[config.mk]
export PLATFORM = sky130hd
export DESIGN_NAME = mc_main_fsm
export DESIGN_NICKNAME = d
export VERILOG_FILES = /design/src/rtl/mc_pkg.sv /design/src/rtl/mc_wait_timer.sv /design/src/rtl/mc_main_fsm.sv
export SDC_FILE = /design/constraint.sdc
export NUM_CORES = 1
export LEC_CHECK = 0
export ABC_AREA = 0
export BUFFER_PORTS_ARGS = -buffer_cell sky130_fd_sc_hd__buf_2
export CAP_MARGIN = 40
export CELL_PAD_IN_SITES_DETAIL_PLACEMENT = 1
export CELL_PAD_IN_SITES_GLOBAL_PLACEMENT = 1
export CORE_UTILIZATION = 45
export CTS_CLUSTER_DIAMETER = 30
export DETAILED_ROUTE_END_ITERATION = 8
export GPL_TIMING_DRIVEN = 0
export PLACE_DENSITY_LB_ADDON = 0.1
export RECOVER_POWER = 50
export SLEW_MARGIN = 20
export SYNTH_ARGS = -nofsm -noshare
export SYNTH_HDL_FRONTEND = slang
export SYNTH_HIERARCHICAL = 1
export SYNTH_SLANG_ARGS = --single-unit
[constraint.sdc]
create_clock -name CLK -period 6.6 [get_ports CLK]
set_input_delay 0.66 -clock CLK [delete_from_list [all_inputs] [get_ports CLK]]
set_output_delay 0.66 -clock CLK [all_outputs]
set_load 0.05 [all_outputs]
[src/rtl/mc_pkg.sv]
// Shared encodings for the multicycle MIPS-subset main controller: opcodes,
// datapath select codes, FSM states, fault codes and the per-state control decode.
package mc_pkg;

  localparam logic [5:0] OP_RTYPE = 6'b000000;
  localparam logic [5:0] OP_J     = 6'b000010;
  localparam logic [5:0] OP_JAL   = 6'b000011;
  localparam logic [5:0] OP_BEQ   = 6'b000100;
  localparam logic [5:0] OP_BNE   = 6'b000101;
  localparam logic [5:0] OP_ADDI  = 6'b001000;
  localparam logic [5:0] OP_SLTI  = 6'b001010;
  localparam logic [5:0] OP_ANDI  = 6'b001100;
  localparam logic [5:0] OP_ORI   = 6'b001101;
  localparam logic [5:0] OP_LW    = 6'b100011;
  localparam logic [5:0] OP_SW    = 6'b101011;

  localparam logic [2:0] ALU_ADD   = 3'b000;
  localparam logic [2:0] ALU_SUB   = 3'b001;
  localparam logic [2:0] ALU_FUNCT = 3'b010;
  localparam logic [2:0] ALU_AND   = 3'b011;
  localparam logic [2:0] ALU_OR    = 3'b100;
  localparam logic [2:0] ALU_SLT   = 3'b101;

  localparam logic [1:0] SRC2_REGB = 2'b00;
  localparam logic [1:0] SRC2_FOUR = 2'b01;
  localparam logic [1:0] SRC2_SIMM = 2'b10;
  localparam logic [1:0] SRC2_ZIMM = 2'b11;

  localparam logic [1:0] PC_ALURES = 2'b00;
  localparam logic [1:0] PC_ALUOUT = 2'b01;
  localparam logic [1:0] PC_JUMP   = 2'b10;

  localparam logic [1:0] WB_ALUOUT = 2'b00;
  localparam logic [1:0] WB_MDR    = 2'b01;
  localparam logic [1:0] WB_LINK   = 2'b10;

  localparam logic [1:0] DST_RT = 2'b00;
  localparam logic [1:0] DST_RD = 2'b01;
  localparam logic [1:0] DST_RA = 2'b10;

  typedef enum logic [3:0] {
    S_RESET, S_FETCH, S_DECODE, S_MEMADDR, S_MEMREAD, S_MEMWB, S_MEMWRITE,
    S_EXEC, S_ALUWB, S_BRANCH, S_JUMP, S_JAL, S_IEXEC, S_IWB, S_FAULT
  } state_e;

  typedef enum logic [1:0] {
    FC_NONE    = 2'b00,
    FC_ILLEGAL = 2'b01,
    FC_TIMEOUT = 2'b10
  } fault_e;

  typedef struct packed {
    logic       mem_req;
    logic       mwe;
    logic       pcwe;
    logic       branch;
    logic       branch_ne;
    logic       rfwe;
    logic [2:0] alu_op;
    logic       alu_in1;
    logic [1:0] alu_in2;
    logic [1:0] pc_sel;
    logic [1:0] mtorf;
    logic [1:0] rfd;
    logic       id_sel;
  } ctrl_t;

  function automatic logic is_wait(input state_e s);
    return (s == S_FETCH) || (s == S_MEMREAD) || (s == S_MEMWRITE);
  endfunction

  // Moore control word for a state; op is the stored opcode for the
  // instruction in flight. Anything not named stays 0.
  function automatic ctrl_t decode_ctrl(input state_e s, input logic [5:0] op);
    ctrl_t c;
    c = '0;
    case (s)
      S_FETCH: begin
        c.mem_req = 1'b1;
        c.alu_in2 = SRC2_FOUR;
        c.alu_op  = ALU_ADD;
        c.pc_sel  = PC_ALURES;
      end
      S_DECODE:  c.alu_in2 = SRC2_SIMM;
      S_MEMADDR: begin
        c.alu_in1 = 1'b1;
        c.alu_in2 = SRC2_SIMM;
        c.alu_op  = ALU_ADD;
      end
      S_MEMREAD: begin
        c.mem_req = 1'b1;
        c.id_sel  = 1'b1;
      end
      S_MEMWB: begin
        c.rfwe  = 1'b1;
        c.mtorf = WB_MDR;
        c.rfd   = DST_RT;
      end
      S_MEMWRITE: begin
        c.mem_req = 1'b1;
        c.mwe     = 1'b1;
        c.id_sel  = 1'b1;
      end
      S_EXEC: begin
        c.alu_in1 = 1'b1;
        c.alu_in2 = SRC2_REGB;
        c.alu_op  = ALU_FUNCT;
      end
      S_ALUWB: begin
        c.rfwe  = 1'b1;
        c.mtorf = WB_ALUOUT;
        c.rfd   = DST_RD;
      end
      S_BRANCH: begin
        c.alu_in1   = 1'b1;
        c.alu_in2   = SRC2_REGB;
        c.alu_op    = ALU_SUB;
        c.pc_sel    = PC_ALUOUT;
        c.branch    = (op == OP_BEQ);
        c.branch_ne = (op == OP_BNE);
      end
      S_JUMP: begin
        c.pcwe   = 1'b1;
        c.pc_sel = PC_JUMP;
      end
      S_JAL: begin
        c.pcwe   = 1'b1;
        c.pc_sel = PC_JUMP;
        c.rfwe   = 1'b1;
        c.mtorf  = WB_LINK;
        c.rfd    = DST_RA;
      end
      S_IEXEC: begin
        c.alu_in1 = 1'b1;
        case (op)
          OP_ANDI: begin c.alu_in2 = SRC2_ZIMM; c.alu_op = ALU_AND; end
          OP_ORI:  begin c.alu_in2 = SRC2_ZIMM; c.alu_op = ALU_OR;  end
          OP_SLTI: begin c.alu_in2 = SRC2_SIMM; c.alu_op = ALU_SLT; end
          default: begin c.alu_in2 = SRC2_SIMM; c.alu_op = ALU_ADD; end
        endcase
      end
      S_IWB: begin
        c.rfwe  = 1'b1;
        c.mtorf = WB_ALUOUT;
        c.rfd   = DST_RT;
      end
      default: ;
    endcase
    return c;
  endfunction

endpackage

[src/rtl/mc_wait_timer.sv]
// Memory-wait watchdog: counts stalled cycles in a wait state and flags the
// cycle on which the TIMEOUT-th consecutive wait is being spent.
module mc_wait_timer #(
  parameter int TOW     = 8,
  parameter int TIMEOUT = 200
) (
  input  logic CLK,
  input  logic RST,
  input  logic clear_i,
  input  logic en_i,
  output logic expired_o
);

  logic [TOW-1:0] count_q;

  // NOTE: sequential state uses non-blocking assignments so every register
  // samples the pre-edge values, independent of block ordering.
  always_ff @(posedge CLK) begin
    if (RST || clear_i) begin
      count_q <= '0;
    end else if (en_i) begin
      count_q <= count_q + TOW'(1);
    end
  end

  // The count starts at 0 on the first wait cycle, so TIMEOUT-1 marks the last one.
  assign expired_o = (count_q == TOW'(TIMEOUT - 1));

endmodule

[src/rtl/mc_main_fsm.sv]
// Main Moore controller for the multicycle MIPS-subset datapath, with a
// variable-latency memory handshake, watchdog, sticky fault and retire counter.
module mc_main_fsm
  import mc_pkg::*;
#(
  parameter int OPW     = 6,
  parameter int ALUOPW  = 3,
  parameter int TOW     = 8,
  parameter int TIMEOUT = 200,
  parameter int CNTW    = 32
) (
  input  logic              CLK,
  input  logic              RST,
  input  logic [OPW-1:0]    Opcode,
  input  logic              MemRdy,
  output logic              MemReq,
  output logic              IRWE,
  output logic              MWE,
  output logic              PCWE,
  output logic              Branch,
  output logic              BranchNE,
  output logic              RFWE,
  output logic [ALUOPW-1:0] ALUOp,
  output logic              ALUIn1Sel,
  output logic [1:0]        ALUIn2Sel,
  output logic [1:0]        PCSel,
  output logic [1:0]        MtoRFSel,
  output logic [1:0]        RFDSel,
  output logic              IDSel,
  output logic              Fault,
  output logic [1:0]        FaultCode,
  output logic [CNTW-1:0]   Retired
);

  state_e          state_q, state_d;
  logic [OPW-1:0]  op_q, op_d;
  fault_e          fault_q, fault_d;
  ctrl_t           ctrl_q, ctrl_d;
  logic [CNTW-1:0] retired_q;
  logic            retire;
  logic            tmr_clear, tmr_en, tmr_expired;

  // Any state change clears the watchdog, so it reads 0 on entry to a wait state.
  assign tmr_clear = (state_d != state_q);
  assign tmr_en    = is_wait(state_q) && !MemRdy;

  mc_wait_timer #(
    .TOW     (TOW),
    .TIMEOUT (TIMEOUT)
  ) u_wait_timer (
    .CLK       (CLK),
    .RST       (RST),
    .clear_i   (tmr_clear),
    .en_i      (tmr_en),
    .expired_o (tmr_expired)
  );

  // NOTE: every variable gets a default first so no path through the case
  // can leave one unassigned and infer a latch.
  always_comb begin
    state_d = state_q;
    op_d    = op_q;
    fault_d = fault_q;
    retire  = 1'b0;
    unique case (state_q)
      S_RESET: state_d = S_FETCH;
      S_FETCH: begin
        if (MemRdy) begin
          state_d = S_DECODE;
        end else if (tmr_expired) begin
          state_d = S_FAULT;
          fault_d = FC_TIMEOUT;
        end
      end
      S_DECODE: begin
        op_d = Opcode;
        case (6'(Opcode))
          OP_LW, OP_SW:                      state_d = S_MEMADDR;
          OP_RTYPE:                          state_d = S_EXEC;
          OP_BEQ, OP_BNE:                    state_d = S_BRANCH;
          OP_J:                              state_d = S_JUMP;
          OP_JAL:                            state_d = S_JAL;
          OP_ADDI, OP_ANDI, OP_ORI, OP_SLTI: state_d = S_IEXEC;
          default: begin
            state_d = S_FAULT;
            fault_d = FC_ILLEGAL;
          end
        endcase
      end
      S_MEMADDR: state_d = (6'(op_q) == OP_SW) ? S_MEMWRITE : S_MEMREAD;
      S_MEMREAD: begin
        if (MemRdy) begin
          state_d = S_MEMWB;
        end else if (tmr_expired) begin
          state_d = S_FAULT;
          fault_d = FC_TIMEOUT;
        end
      end
      S_MEMWRITE: begin
        if (MemRdy) begin
          state_d = S_FETCH;
          retire  = 1'b1;
        end else if (tmr_expired) begin
          state_d = S_FAULT;
          fault_d = FC_TIMEOUT;
        end
      end
      S_EXEC:  state_d = S_ALUWB;
      S_IEXEC: state_d = S_IWB;
      S_MEMWB, S_ALUWB, S_BRANCH, S_JUMP, S_JAL, S_IWB: begin
        state_d = S_FETCH;
        retire  = 1'b1;
      end
      S_FAULT: state_d = S_FAULT;
      default: state_d = S_RESET;
    endcase
    // Outputs are decoded one cycle early so they leave the block registered.
    ctrl_d = decode_ctrl(state_d, 6'(op_d));
  end

  // NOTE: the registered control word is reset along with the state so no
  // enable is live on the cycle after RST, even mid-instruction.
  always_ff @(posedge CLK) begin
    if (RST) begin
      state_q   <= S_RESET;
      op_q      <= '0;
      fault_q   <= FC_NONE;
      ctrl_q    <= '0;
      retired_q <= '0;
    end else begin
      state_q <= state_d;
      op_q    <= op_d;
      fault_q <= fault_d;
      ctrl_q  <= ctrl_d;
      if (retire) begin
        retired_q <= retired_q + CNTW'(1);
      end
    end
  end

  // The fetch write pulses follow MemRdy combinationally so IR and PC load
  // exactly on the cycle the fetch completes.
  assign IRWE      = (state_q == S_FETCH) && MemRdy;
  assign PCWE      = ctrl_q.pcwe || IRWE;
  assign MemReq    = ctrl_q.mem_req;
  assign MWE       = ctrl_q.mwe && ctrl_q.mem_req;
  assign Branch    = ctrl_q.branch;
  assign BranchNE  = ctrl_q.branch_ne;
  assign RFWE      = ctrl_q.rfwe;
  assign ALUOp     = ALUOPW'(ctrl_q.alu_op);
  assign ALUIn1Sel = ctrl_q.alu_in1;
  assign ALUIn2Sel = ctrl_q.alu_in2;
  assign PCSel     = ctrl_q.pc_sel;
  assign MtoRFSel  = ctrl_q.mtorf;
  assign RFDSel    = ctrl_q.rfd;
  assign IDSel     = ctrl_q.id_sel;
  assign Fault     = (fault_q != FC_NONE);
  assign FaultCode = fault_q;
  assign Retired   = retired_q;

endmodule

# ---- After elaboration in Yosys (flattened, before gate mapping)
# Cells that the tools add are included.
dict set report word_totals {
  register_bits 71
  inputBits 9
  out_inout_bits 55
  wordCells 123
}
dict set report op_classes {
  addsub 2
  eq_ne 48
  n_mux 26
  bitwise_logic 1
  n_reduce_logical 28
}
# op n
set op_table {}
lappend op_table {{$eq 4x4->1 const B} 13}
lappend op_table {{$eq 6x4->1 const B} 7}
lappend op_table {{$pmux 4 s9} 1}
lappend op_table {{$add 32x1->32 const B} 1}
lappend op_table {{$eq 4x3->1 const B} 8}
lappend op_table {{$eq 6x3->1 const B} 4}
lappend op_table {{$pmux 4 s6} 1}
lappend op_table {{$eq 6x6->1 const B} 3}
lappend op_table {{$pmux 3 s3} 2}
lappend op_table {{$eq 4x2->1 const B} 4}
lappend op_table {{$mux 4} 4}
lappend op_table {{$reduce_or 2->1} 7}
lappend op_table {{$eq 6x2->1 const B} 2}
lappend op_table {{$pmux 4 s3} 1}
lappend op_table {{$reduce_or 4->1} 3}
lappend op_table {{$reduce_or 11->1} 1}
lappend op_table {{$add 8x1->8 const B} 1}
lappend op_table {{$eq 4x1->1 const B} 2}
lappend op_table {{$eq 8x8->1 const B} 1}
lappend op_table {{$mux 1} 8}
lappend op_table {{$mux 2} 4}
lappend op_table {{$pmux 2 s2} 2}
lappend op_table {{$reduce_or 7->1} 1}
lappend op_table {{$logic_not 6->1} 1}
lappend op_table {{other kinds (15)} 23}

# ---- Logic depth before layout (Yosys ltp)
# Gate-level depths: netlist (run 1).
dict set report logic_depth {
  word_depth 7
  depth_mapped 13
  ltp_nobuf 11
}

# ---- Cells and area by module
# The synthesis (run 1) kept the hierarchy.
# mod n_inst cells_per_inst area_per_inst_um2
set modules_own_cells {}
lappend modules_own_cells {mc_main_fsm 1 366 3181.8}
lappend modules_own_cells {mc_wait_timer 1 42 381.6}

# ---- Worst setup path after synthesis (run 1)
# Ideal clock, no wire load.
dict set report synth_path {
  kind {reg-to-reg}
  start {register u_wait_timer.count_q[0]}
  end {register u_wait_timer.count_q[5]}
  setup_time_ns 0.070
  arrival_ns 2.743
  t_required_ns 6.530
  setup_slack_ns 3.787
  stages_incl_launch_ff 13
  n_path_buf 1
  path_cell_list {dfxtp_1 ha_1 and4bb_2 and4b_1 o21bai_1 a211oi_1 o32ai_1 a311oi_4 o221ai_1 a221o_1 or2_2 clkbuf_1 a21oi_1}
}
dict set report synth_via {
  elab_chain_len 6
  elab_cells_between_ends 9
  cone_classes {add/sub (1); eq/ne (2); mux (5); reduce/logical (1)}
}
# element line
set synth_rtl {}
lappend synth_rtl {{start, declared} mc_wait_timer.sv:14} ;# logic [TOW-1:0] count_q;
lappend synth_rtl {{start signal, assigned} mc_wait_timer.sv:22} ;# count_q <= count_q + TOW'(1);
lappend synth_rtl {{$eq 8x8->1 (*)} mc_wait_timer.sv:27} ;# assign expired_o = (count_q == TOW'(TIMEOUT - 1));
lappend synth_rtl {{net tmr_expired} mc_main_fsm.sv:41} ;# logic tmr_clear, tmr_en, tmr_expired;
lappend synth_rtl {{$mux 4 (*)} {mc_main_fsm.sv:70, mc_main_fsm.sv:94, mc_main_fsm.sv:103}}
lappend synth_rtl {{$mux 4, on equally long branches} {mc_main_fsm.sv:100, mc_main_fsm.sv:68, mc_main_fsm.sv:92}}
lappend synth_rtl {{$pmux 4 s9 (*)} mc_main_fsm.sv:65} ;# unique case (state_q)
lappend synth_rtl {{$ne 4x4->1 (*)} mc_main_fsm.sv:44} ;# assign tmr_clear = (state_d != state_q);
lappend synth_rtl {{net tmr_clear} mc_main_fsm.sv:41}
lappend synth_rtl {{$logic_or 1x1->1 (*)} mc_wait_timer.sv:19} ;# if (RST || clear_i) begin
# The timed path passes the listed nets; every way through them passes the cells marked *.
# A chain may end at the register's enable or synchronous reset.

# ---- Final worst setup path (run 1)
dict set report layout_path {
  start {register u_wait_timer.count_q[0]}
  end {register u_wait_timer.count_q[6]}
}
# Same word-level chain as after synthesis.

==> metrics, run 1 <==
worst slack, placed=3.18 ns; clock tree buffer depth=2; Comb pwr share=0.408; via count=3,200; Routed wire per std cell=15.5 um; most common cell in the netlist=dfxtp_1; initial core utilization=0.464; clock sink count=70; grt met1 use=0.283; maximum VDD drop=0.000135 V; hold depth=2; status=complete, no violations; NetSw=0.553 mW; Yosys cell types=65; GRT Total Usage=0.229; I/O Pins=64; clock latency on the worst-skew pair=0.35 ns; Cells after DPL=567; row cnt=32; yosys warns=6; DRC viols=0; Worst setup startpoint=u_wait_timer/count_q[0]$_SDFFE_PP0P_; cell taking the most area after synthesis=dfxtp_1; area share of the largest cell type after synthesis=0.393; worst-path fanout max=8; Non-Filler Instances=583; fin crit period=3.47 ns; Flop pwr share=0.362; CTS clk-pin slew, worst paths=0.08 ns; Num CTS Buffers=9; maximum number of pins on one net before global-route repair=14; Rel. slew slack=0.586; Setup TNS Final=0 ns; core area=around 0.0077 mm2; Gate Count Post-Synth=408; Main synth FF type=dfxtp_1; vias in the first global route=3,154; Hold Startpoint=op_q[4]$_SDFF_PP0_; layout cell share with drive strength beyond 1=0.127; flops & latches, synth=70; internal power=0.780 mW; mapped cell area=0.00356 mm2; final wirelength=between 9000 and 10,000 um; number of setup violations in the final report=0; Crit Path Category=reg -> reg; cts hold-fix bufs=0; class of the worst hold path=reg -> reg; actual slew at the worst max-slew pin=approximately 0.62 ns; Net Sw Frac=0.415; total setup buffers inserted after CTS=0; post-synthesis sequential area ratio=0.393; most frequent cells after synthesis=dfxtp_1 (70), nor2_1 (51), nand2_1 (26); nets=488; FMAX=288 MHz; Initial DRC Count=83; GRT met2 Usage=0.389; H-tree lvl count=3; global routing usage on met3=0.0410; area grow syn2layout=14.0%; filler instances=996; Critical Path Source Type=flip-flop; period utilization=0.525; Leak Pwr=1.43 nW; first-pass GRT wire length=15,100 um; worst path required time=6.89 ns; Final GP Congestion=around 0.84; final count of pins violating max slew=0; GRT busiest layer=met2; hold slack=0.475 ns; Mapped Nets=420; die width=91.0 um; Max Cap Viol=0; final worst slack=approximately 3.1 ns; count of flip-flops with a built-in enable after synthesis=0; TritonCTS clock tree=built; Clock Tree Root=clkbuf_8; Power Density=328 mW/mm2; Syn Area/Cell=8.73 um2; part of the power in the clock network=0.229; RSZ-0062 raised after global routing=no; WP data arrival=3.76 ns; Detail Route Antenna Nets=0; Initial DRT Pass Iterations=6; Via density=5.49; post-cts resize count=0; top cells by area, synth=dfxtp_1 (39%), nor2_1 (5.4%), xor2_1 (5.2%); initial antenna violation count=0; R2R Path Start=u_wait_timer/count_q[0]$_SDFFE_PP0P_; CP endpoint kind=flip-flop; PortBufs=57; Fin Clk Skew=0.0141 ns; total die area=0.00828 mm2; detailed placement HPWL=6660 um; Final Hold Fails=0; FF-to-FF path depth=13; Antenna Diode Count=0; GRT overflow=0; power after layout=1.33 mW; Post-synth ARST share=0; Die H=just over 90 um
stage by stage:
step           area, um2  utilization
5_1_grt             4060        0.529
4_1_cts             4150        0.540
2_1_floorplan       3560            -
3_5_place_dp        3980        0.517
3_3_place_gp        3980        0.517
6_report            4060        0.529
per-layer routing:
metal / up-vias / routed length (um)
met1: 1550 / 4130
met2: 60 / 4350
met3: 22 / 280
li1: 1568 / -
met4: 0 / 248
met5: - / 0
state kept, by name, summed over array words and instances, names as in the netlist, 3 cells and up:
register / flops
Retired: 32
op_q: 6
ALUOp: 3
u_wait_timer/count_q: 8
state_q: 4
worst max-delay path: stages (launching register included):
cell and delay [ns]:
dfxtp_1 0.43, ha_1 0.21, and4bb_2 0.21, and4b_1 0.35
nor2b_1 0.27, nor2_1 0.09, o21ai_0 0.21, and3_1 0.19
clkbuf_1 0.34, a22oi_1 0.13, a221o_1 0.33, or2_2 0.29
clkbuf_1 0.20, a21oi_1 0.15
cells in the final DEF, fill, tap and decap left out, drive strengths merged, types with 10 or more instances in the layout:
| master | instances |
|---|---|
| xnor2 | 14 |
| buf | 30 |
| nor3 | 15 |
| o21ai | 13 |
| nand3 | 14 |
| a21oi | 13 |
| nand2 | 26 |
| xor2 | 21 |
| clkbuf | 74 |
| or3 | 10 |
| nand4 | 13 |
| nor2 | 52 |
| dfxtp | 70 |
cells by family after synthesis:
logic type      count (synthesis)  share of synthesized area
simple gates                  190                      0.293
xor+xnor                       35                     0.0860
mux                             7                     0.0204
buf+inv                        46                     0.0737
compound gates                 57                      0.123
flops                          70                      0.393
fa+ha+maj                       3                     0.0105
power groups by stage:
stage	Clock [mW]	Combinational, mW	Sequential (mW)
after CTS	0.316	0.554	0.486
after global placement	0	0.540	0.495
after global routing	0.333	0.586	0.487
after detailed placement	0	0.549	0.496
final	0.306	0.544	0.483
after floorplan	0	0.390	0.533
area by class of cell:
class                           instances  area (um2)  share of cell area
Buffer                                 38         231              0.0570
Inverter                                8        30.0             0.00739
Timing Repair Buffer                   57         218              0.0536
Multi-Input combinational cell        292        1880               0.463
Clock inverter                          7        50.0              0.0123
Clock buffer                            9         124              0.0305
Sequential cell                        70        1400               0.345
Tap cell                              102         128              0.0314
worst paths after layout:
kind / to / slack, ns
worst max-delay path: u_wait_timer/count_q[6]$_SDFFE_PP0P_ / 3.13
worst min-delay path: op_q[4]$_SDFF_PP0_ / 0.48
worst min register to register: op_q[4]$_SDFF_PP0_ / 0.48
worst max register to register: u_wait_timer/count_q[6]$_SDFFE_PP0P_ / 3.13
Power figures use the tool's default switching activity.
==> run 2: changes to the inputs <==
Settings changed: CORE_UTILIZATION 45 to 38.
Clock period 6.6 ns to 2.9 ns, I/O delays scaled along.
==> metrics, run 2 (synthesis results as in run 1) <==
status=complete, no violations (unchanged); vias in the first global route=3,187 (was 3,154); via count=3,165 (was 3,200); max FFs per register=32 (unchanged); final count of pins violating max slew=0 (unchanged); Num CTS Buffers=9 (unchanged); Die H=98.8 um (was 91.0 um); I/O Pins=64 (unchanged); die width=98.8 um (was 91.0 um); Initial DRC Count=81 (was 83); Max Cap Viol=0 (unchanged); number of setup violations in the final report=0 (unchanged); actual slew at the worst max-slew pin=0.628 ns (was 0.623 ns); power after layout=3.27 mW (was 1.33 mW); CTS clk-pin slew, worst paths=0.08 ns (about the same); Fin Clk Skew=0.0136 ns (was 0.0141 ns); Rel. slew slack=0.583 (was 0.586); nets=490 (was 488); class of the worst hold path=in -> reg (was reg -> reg); Cells after DPL=573 (was 567); DRC viols=0 (unchanged); Crit Path Category=reg -> reg (unchanged); total die area=0.00977 mm2 (was 0.00828 mm2); FMAX=359 MHz (was 288 MHz); first-pass GRT wire length=15,800 um (was 15,100 um); most frequent cells in the layout=dfxtp_1 (68), clkbuf_1 (62), nor2_1 (51), nand2_1 (26) (was dfxtp_1 (70), clkbuf_1 (65), nor2_1 (52), nand2_1 (26), xor2_1 (21)); maximum VDD drop=0.000326 V (was 0.000135 V); GRT Total Usage=0.207 (was 0.229); GRT met2 Usage=0.352 (was 0.389); detailed placement HPWL=6780 um (was 6660 um); H-tree lvl count=3 (unchanged); clock latency on the worst-skew pair=0.36 ns (was 0.35 ns); GRT overflow=0 (unchanged); grt met1 use=0.260 (was 0.283); Leak Pwr=1.49 nW (was 1.43 nW); initial antenna violation count=0 (unchanged); maximum number of pins on one net before global-route repair=14 (unchanged); area grow syn2layout=18.2% (was 14.0%); fin crit period=2.78 ns (was 3.47 ns); RSZ-0062 raised after global routing=yes (was no); hold slack=0.228 ns (was 0.475 ns); TritonCTS clock tree=built (unchanged); Critical Path Source Type=flip-flop (unchanged); clock tree buffer depth=2 (unchanged); Antenna Diode Count=0 (unchanged); CP endpoint kind=flip-flop (unchanged); initial core utilization=0.401 (was 0.464); worst-path fanout max=7 (was 8); core area=0.00889 mm2 (was 0.00769 mm2); Final GP Congestion=0.783 (was 0.836); worst path required time=3.19 ns (was 6.89 ns); period utilization=0.959 (was 0.525); Routed wire per std cell=16.0 um (was 15.5 um); PortBufs=57 (unchanged); row cnt=34 (was 32); Non-Filler Instances=591 (was 583); final wirelength=9450 um (was 9020 um); most common cell after layout, fill and taps aside=dfxtp_1 (unchanged); WP data arrival=3.07 ns (was 3.76 ns); Clock Tree Root=clkbuf_8 (unchanged); Detail Route Antenna Nets=0 (unchanged); clock sink count=70 (unchanged); Final Hold Fails=0 (unchanged); Via density=5.36 (was 5.49); GRT busiest layer=met2 (unchanged); layout cell share with drive strength beyond 1=0.166 (was 0.127); Power Density=776 mW/mm2 (was 328 mW/mm2); Initial DRT Pass Iterations=4 (was 6); global routing usage on met3=0.0411 (was 0.0410)
run 2: cell types whose count changed in the layout (fill, tap and decap cells not counted), sizes merged:
| cell | delta |
|---|---|
| clkinv | -1 |
| buf | +5 |
| clkbuf | -2 |
| clkinvlp | -1 |
| bufinv | +1 |
run 2: where the power goes:
| part | switching [mW] | internal [mW] | leakage, nW |
|---|---|---|---|
| clock network | 0.403 | 0.425 | 0.103 |
| logic | 0.851 | 0.478 | 0.815 |
| registers | 0.0685 | 1.04 | 0.567 |
run 2: critical path, cell delays in order (launching register included):
cell	delay, ns
dfxtp_4	0.36
ha_1	0.21
and4bb_2	0.22
and4b_2	0.27
o21bai_2	0.19
a211oi_2	0.10
o32ai_2	0.19
a311oi_4	0.07
buf_4	0.18
a21o_1	0.15
a221o_1	0.36
or2_4	0.29
a21oi_2	0.12
run 2: repair_timing:
| item | CTS | global route |
|---|---|---|
| hold buffers | 0 | 0 |
| setup endpoints to repair | 9 | 12 |
| gates cloned | 0 | 0 |
| buffers inserted | 3 | 1 |
| gates resized for setup | 9 | 9 |
| pin swaps | 1 | 3 |
run 2: layer usage:
| metal | vias up | part of all wire |
|---|---|---|
| li1 | 1562 | - |
| met1 | 1544 | 0.47 |
| met2 | 49 | 0.49 |
| met3 | 10 | 0.032 |
| met4 | 0 | 0.014 |
| met5 | - | 0 |
run 2: layout make-up:
| class | count | area [um2] |
|---|---|---|
| fillers | 1096 | 4680 |
| multi-input cells | 292 | 1960 |
| flip-flops and latches | 70 | 1410 |
| repair buffers | 61 | 249 |
| plain buffers | 36 | 224 |
| clock buffers | 10 | 138 |
| well taps | 108 | 135 |
| clock inverters | 6 | 68.8 |
| inverters | 8 | 30.0 |
run 2: stage by stage:
stage                     utilization  setup TNS [ns]  setup slack [ns]  area [um2]
final                           0.474               0             0.118        4210
after floorplan                     -               0            0.0868        3560
after global routing            0.474        -0.00816          -0.00578        4210
after CTS                       0.477               0            0.0392        4240
after global placement          0.448           -3.19            -0.462        3980
after detailed placement        0.448           -3.12            -0.474        3980
run 2: final timing paths:
check	to	slack (ns)	start	cells past startpoint
worst max register to register	u_wait_timer/count_q[6]$_SDFFE_PP0P_	0.12	u_wait_timer/count_q[0]$_SDFFE_PP0P_	12
worst max-delay path	u_wait_timer/count_q[6]$_SDFFE_PP0P_	0.12	u_wait_timer/count_q[0]$_SDFFE_PP0P_	12
worst min-delay path	op_q[3]$_SDFF_PP0_	0.23	Opcode[3]	3
worst min register to register	op_q[3]$_SDFF_PP0_	0.48	op_q[3]$_SDFF_PP0_	2
